`src/rtl/approx_mult_pkg.sv`:
```
// Shared constants and elaboration-time helpers for the approximate tiled multiplier.
// Tile geometry, tree depth and pipeline latency are all derived from WIDTH here.
package approx_mult_pkg;

    localparam int TILE_W = 4;

    function automatic int ceil_log2(input int v);
        int r;
        r = 0;
        while ((1 << r) < v) r = r + 1;
        return r;
    endfunction

    function automatic int tiles_per_row(input int width);
        return width / TILE_W;
    endfunction

    function automatic int n_tiles(input int width);
        return tiles_per_row(width) * tiles_per_row(width);
    endfunction

    function automatic int tree_levels(input int width);
        return ceil_log2(n_tiles(width));
    endfunction

    function automatic int pipe_latency(input int width);
        return 2 + tree_levels(width);
    endfunction

    // Number of live nodes at tree level k when the tree starts with t leaves.
    function automatic int level_nodes(input int t, input int k);
        return (t + (1 << k) - 1) >> k;
    endfunction

    function automatic int tile_i(input int t, input int width);
        return t % tiles_per_row(width);
    endfunction

    function automatic int tile_j(input int t, input int width);
        return t / tiles_per_row(width);
    endfunction

    function automatic int tile_shift(input int t, input int width);
        return TILE_W * (tile_i(t, width) + tile_j(t, width));
    endfunction

endpackage

```
`src/rtl/approx_mult_pipe_tile.sv`:
```
// Combinational 4x4 multiplier tile with an optional carry-suppressed approximation.
// In approx mode columns 0..2 are ORed instead of summed; columns 3..6 stay exact.
module lm_tile_4x4 (
    input  logic [3:0] a,
    input  logic [3:0] b,
    input  logic       approx,
    output logic [7:0] p
);

    logic [2:0] low_or;
    logic [7:0] high_sum;
    logic [7:0] exact;

    always_comb begin
        low_or   = '0;
        high_sum = '0;
        for (int i = 0; i < 4; i++) begin
            for (int k = 0; k < 4; k++) begin
                if (i + k < 3)
                    low_or[i+k] = low_or[i+k] | (a[i] & b[k]);
                else
                    high_sum = high_sum + (8'(a[i] & b[k]) << (i + k));
            end
        end
    end

    assign exact = {4'b0, a} * {4'b0, b};
    assign p     = approx ? (high_sum + {5'b0, low_or}) : exact;

endmodule

```
`src/rtl/approx_mult_pipe.sv`:
```
// Pipelined WIDTHxWIDTH unsigned multiplier from 4x4 tiles with a registered adder tree.
// Define APPROX_MULT_ERRSTAT_EN to add an exact shadow product and the err_cnt statistic.
module approx_mult_pipe
    import approx_mult_pkg::*;
#(
    parameter int WIDTH       = 8,
    parameter int APPROX_DIAG = 1
) (
    input  logic               clk,
    input  logic               rst_n,
    input  logic               in_valid,
    output logic               in_ready,
    input  logic [WIDTH-1:0]   in_a,
    input  logic [WIDTH-1:0]   in_b,
    input  logic               in_approx,
    output logic               out_valid,
    input  logic               out_ready,
    output logic [2*WIDTH-1:0] out_p,
    output logic               out_approx
`ifdef APPROX_MULT_ERRSTAT_EN
    ,
    input  logic               stat_clr,
    output logic [15:0]        err_cnt
`endif
);

    localparam int PW  = 2 * WIDTH;
    localparam int NT  = n_tiles(WIDTH);
    localparam int NLV = tree_levels(WIDTH);
    localparam int LAT = pipe_latency(WIDTH);

    logic             run;
    logic             en;
    logic             accept;
    logic [LAT-1:0]   vld;
    logic [LAT-1:0]   mode;
    logic [WIDTH-1:0] s1_a;
    logic [WIDTH-1:0] s1_b;
    logic [PW-1:0]    tile_ext [NT];
    logic [PW-1:0]    tree [0:NLV][0:2*NT-1];

    // run keeps in_ready low until the first edge after reset release.
    assign en        = !out_valid || out_ready;
    assign in_ready  = run && en;
    assign accept    = in_valid && in_ready;
    assign out_valid = vld[LAT-1];
    assign out_approx = mode[LAT-1];
    assign out_p     = tree[NLV][0];

    always_ff @(posedge clk or negedge rst_n) begin
        if (!rst_n) begin
            run  <= 1'b0;
            vld  <= '0;
            mode <= '0;
            s1_a <= '0;
            s1_b <= '0;
        end else begin
            run <= 1'b1;
            if (en) begin
                vld  <= {vld[LAT-2:0], accept};
                mode <= {mode[LAT-2:0], in_approx};
                s1_a <= in_a;
                s1_b <= in_b;
            end
        end
    end

    for (genvar t = 0; t < NT; t++) begin : g_tile
        localparam int TI = tile_i(t, WIDTH);
        localparam int TJ = tile_j(t, WIDTH);
        localparam int SH = tile_shift(t, WIDTH);
        logic [7:0] tile_p;

        lm_tile_4x4 u_tile (
            .a      (s1_a[TILE_W*TI +: TILE_W]),
            .b      (s1_b[TILE_W*TJ +: TILE_W]),
            .approx (s1_approx_gate(mode[0], TI + TJ)),
            .p      (tile_p)
        );

        assign tile_ext[t] = PW'(tile_p) << SH;
    end

    function automatic logic s1_approx_gate(input logic m, input int diag_idx);
        return m && (diag_idx < APPROX_DIAG);
    endfunction

    // Level 0 holds the shifted tile products; each further level pairs neighbours,
    // an odd leftover node is simply re-registered.
    always_ff @(posedge clk or negedge rst_n) begin
        if (!rst_n) begin
            for (int k = 0; k <= NLV; k++)
                for (int m = 0; m < 2*NT; m++)
                    tree[k][m] <= '0;
        end else if (en) begin
            for (int m = 0; m < NT; m++)
                tree[0][m] <= tile_ext[m];
            for (int k = 1; k <= NLV; k++) begin
                for (int m = 0; m < NT; m++) begin
                    if (m < level_nodes(NT, k)) begin
                        if (2*m + 1 < level_nodes(NT, k - 1))
                            tree[k][m] <= tree[k-1][2*m] + tree[k-1][2*m+1];
                        else
                            tree[k][m] <= tree[k-1][2*m];
                    end
                end
            end
        end
    end

`ifdef APPROX_MULT_ERRSTAT_EN
    logic [PW-1:0] exact_q [0:NLV];

    always_ff @(posedge clk or negedge rst_n) begin
        if (!rst_n) begin
            for (int k = 0; k <= NLV; k++)
                exact_q[k] <= '0;
        end else if (en) begin
            exact_q[0] <= PW'(s1_a) * PW'(s1_b);
            for (int k = 1; k <= NLV; k++)
                exact_q[k] <= exact_q[k-1];
        end
    end

    always_ff @(posedge clk or negedge rst_n) begin
        if (!rst_n)
            err_cnt <= '0;
        else if (stat_clr)
            err_cnt <= '0;
        else if (out_valid && out_ready && (out_p != exact_q[NLV]) && (err_cnt != 16'hFFFF))
            err_cnt <= err_cnt + 16'd1;
    end
`endif

endmodule

```
`config.mk`:
```
export PLATFORM = sky130hd
export DESIGN_NAME = approx_mult_pipe
export DESIGN_NICKNAME = d
export VERILOG_FILES = /design/src/rtl/approx_mult_pkg.sv /design/src/rtl/approx_mult_pipe_tile.sv /design/src/rtl/approx_mult_pipe.sv
export SDC_FILE = /design/constraint.sdc
export NUM_CORES = 1
export LEC_CHECK = 0
export BUFFER_PORTS_ARGS = -buffer_cell sky130_fd_sc_hd__buf_2
export CAP_MARGIN = 10
export CORE_MARGIN = 2
export CORE_UTILIZATION = 61
export DETAILED_ROUTE_END_ITERATION = 6
export GPL_ROUTABILITY_DRIVEN = 1
export PLACE_DENSITY = 0.8
export SETUP_SLACK_MARGIN = 0.02
export SLEW_MARGIN = 20
export SYNTH_ARGS = -nofsm -noshare
export SYNTH_HDL_FRONTEND = slang
export SYNTH_SLANG_ARGS = --single-unit
```
`constraint.sdc`:
```
create_clock -name clk -period 4 [get_ports clk]
set_input_delay 0.4 -clock clk [delete_from_list [all_inputs] [get_ports clk]]
set_output_delay 0.4 -clock clk [all_outputs]
set_load 0.02 [all_outputs]
```
==> impl_metrics.csv <==
group,metric,value,unit
yosys,syn-num-nets,845,
cells_and_area,multiInputGateArea,0.00369,mm^2
timing,fmax,325,MHz
power,static-leakage-power,3.68,nW
die,initial_core_util,0.628,
worst_setup_path,timing.critical_path.mode_cell,"fa_1",
worst_setup_path,endpoint_kind,"flip-flop",
yosys,synth_enable_flop_cells,0,
timing,setup_total_negative_slack,0,ps
die,die_x,107,um
yosys,synth_async_sr_flop_share,1.00,
detailed_routing,drcViolationCount,0,
detailed_routing,initial_detailed_routing_violation_count,281,
run_status,result_of_the_run,"finished clean",
place,io_buffers,39,
clock_network,post_cts_hold_buffer_count,0,
grt,grt_use_total,0.231,
worst_setup_path,chain_of_cells_forming_the_critical_path,"nand2_1 -> fa_1 -> inv_1 -> fa_1 -> fa_1 -> a21o_1 -> a21oi_1 -> xnor2_1 -> mux2i_1 -> o21ai_0",
place,placedCellCount,863,
clock_network,cts_resized,0,
timing,finalCritPeriodShare,0.770,
cells_and_area,layout_area_growth_over_synthesis,5.47,%
clock_network,clockBufferDepth,2,
cells_and_area,design_area,0.00687,mm^2
yosys,ys.flop_type,"dfrtp_1",
worst_setup_path,cpPeakStageDelay,570,ps
cells_and_area,final_net_count,853,
detailed_routing,routed_via_density,5.37,
yosys,netlist_top_cells_area,"dfrtp_1 38%, ha_1 14%, nand2_1 11%",
job,maxcap_violations,0,
detailed_routing,post_drt_wl_per_cell,14.0,um
worst_setup_path,setup.worst_path.start_class,"flip-flop",
power,peakVddDrop,0.398,mV
timing,report.final.slew_viol_count,0,
worst_setup_path,required_time_worst_endpoint,4290,ps
power,power_density,760,mW/mm^2
min_path,hold_path_class,"in2async",
place,half_perimeter_wire_length_after_placement,9190,um
timing,hold_viol,0,
timing,timing.max_slew.rel_slack,0.320,
worst_setup_path,setup.worst_path.class,"reg2reg",
clock_network,postCtsSetupRepairBufs,0,
detailed_routing,count_of_nets_left_with_antenna_violations_after_detail_routing,0,
yosys,avg_cell_area_syn,8.93,um^2
yosys,seq_area_frac_synth,0.376,
yosys,yosys-top-cells-count,"188 x nand2_1, 98 x dfrtp_1, 73 x ha_1",
yosys,synthDominantCellAreaShare,0.376,
place,pre_cts_slack,919,ps
cells_and_area,filler_cell_count,862,
die,dieHeight,107,um
yosys,yosysMostFrequentCell,"nand2_1",
yosys,synthesis.instances,730,
clock_network,cts_tree,"done",
detailed_routing,dr_total_vias,4724,
die,rows,37,
yosys,library_cell_with_the_largest_summed_area_after_synthesis,"dfrtp_1",
cells_and_area,post_layout_nonfiller_instances,879,
grt,initial_antenna_violation_count,0,
worst_setup_path,worstPathMaxFanout,9,
worst_setup_path,reg2reg_setup_slack,920,ps
timing,setup_ws,920,ps
die,dieArea,0.0115,mm^2
grt,grt_max_degree,70,
clock_network,cts.htree.levels,3,
timing,worst_clock_skew,12.6,ps
worst_setup_path,slowest_cp_cell,"fa_1",
cells_and_area,ff_latch_area,0.00245,mm^2
yosys,synth_cell_type_count,43,
clock_network,cts.sink_count,98,
grt,first_global_vias,4774,
place,postPlaceCellArea,0.00669,mm^2
cells_and_area,drive_above_1_share,0.0861,
yosys,synth-seq-cells,98,
clock_network,clock_insertion_delay_worst_skew,360,ps
yosys,synth-warning-count,0,
timing,worst_slew_pin_slew,1020,ps
grt,globalRoute.totalOverflow,0,
worst_setup_path,cp_data_arrival_time,3370,ps
detailed_routing,dr.pass1.iters,6,
clock_network,cts_made_buffers,9,
clock_network,cts_root_buffer,"clkbuf_8",
timing,final_period_minus_worst_setup_slack,3080,ps
timing,rsz0062_at_grt,"no",
die,floorplan.io_pins,40,
detailed_routing,drt-total-wl,12300,um
clock_network,clk_pin_slew_worst_paths,100,ps
yosys,synthesis.area,0.00652,mm^2
cells_and_area,num_antenna_cells,0,
die,core_area,0.0104,mm^2
timing,setup-violations-final,0,
place,place.gp.congestion,0.874,
grt,global_route_wire_length_before_repair,21300,um
where the power goes:
part	switching, mW	internal [mW]	total (mW)	leakage [nW]
sequential	0.356	1.43	1.78	1.20
clock	0.346	0.250	0.596	0.0876
combinational	1.63	1.22	2.85	2.39
layer usage:
layer,global-route usage,wire length (um),vias up,part of all wire
met5,0,0,-,0
met4,0.0696,213,0,0.017
li1,-,-,2394,-
met1,0.291,5460,2231,0.44
met3,0.0387,348,16,0.028
met2,0.407,6310,83,0.51
through the flow:
stage / hold slack [ps] / power [mW] / util
2_1_floorplan: 104 / 4.03 / -
4_1_cts: 161 / 5.26 / 0.663
5_1_grt: 183 / 5.76 / 0.663
3_3_place_gp: 443 / 4.50 / 0.646
6_report: 128 / 5.23 / 0.663
3_5_place_dp: 451 / 4.64 / 0.646
cell type report:
class,count,share of cell area
Tap cell,136,0.0248
Inverter,42,0.0229
Timing Repair Buffer,43,0.0331
Clock buffer,12,0.0211
Multi-Input combinational cell,544,0.536
Clock inverter,4,0.00492
Sequential cell,98,0.357
sequential cells by signal, summed over array words and instances (netlist names):
signal,cells
tree,57
mode,4
vld,4
run,1
s1_b,8
s1_a,8
out_p,16
path summary, 6_finish.rpt:
path	startpoint	endpoint	cells past startpoint
max in group asynchronous	rst_n	tree[241]	2
max reg2reg	s1_a[0]	tree[374]	10
min in group clk	in_approx	mode[0]	3
min	rst_n	vld[3]	1
max	s1_a[0]	tree[374]	10
min reg2reg	out_p[0]	out_p[0]	2
placed cells by master (no fill, tap or decap), drive strengths merged, types with 3 or more instances in the layout:
cell type	instances
nand2	188
dfrtp	98
ha	73
inv	44
a21oi	43
buf	43
and2	40
o21ai	30
nor2	28
xor2	21
fa	21
a21o	19
nand3	14
xnor2	12
clkbuf	12
nand2b	7
nor3	4
a211oi	4
mux2i	4
nor3b	4
a31o	3
nor2b	3
critical path: cells and delay by family, from the launching register on:
family / cells / cell delay (ps)
xor gates and xnor gates: 1 / 130
DFF: 1 / 500
muxes: 1 / 80
AOI/OAI and AO/OA: 3 / 520
adders and majority gates: 3 / 1560
and+or+nand+nor: 1 / 180
buffers and inverters: 1 / 60
logic make-up after synthesis:
| logic type | Yosys count | share of synthesized area |
|---|---|---|
| AND/OR/NAND/NOR | 298 | 0.202 |
| AO/OA/AOI/OAI | 114 | 0.106 |
| flip-flops | 98 | 0.376 |
| adder cells (fa/ha/maj) | 94 | 0.205 |
| buffers and inverters | 88 | 0.0603 |
| XOR/XNOR | 33 | 0.0444 |
| multiplexers | 4 | 0.00614 |
| other | 1 | 0.000575 |
Note: power is estimated with default switching activity, not from simulation.
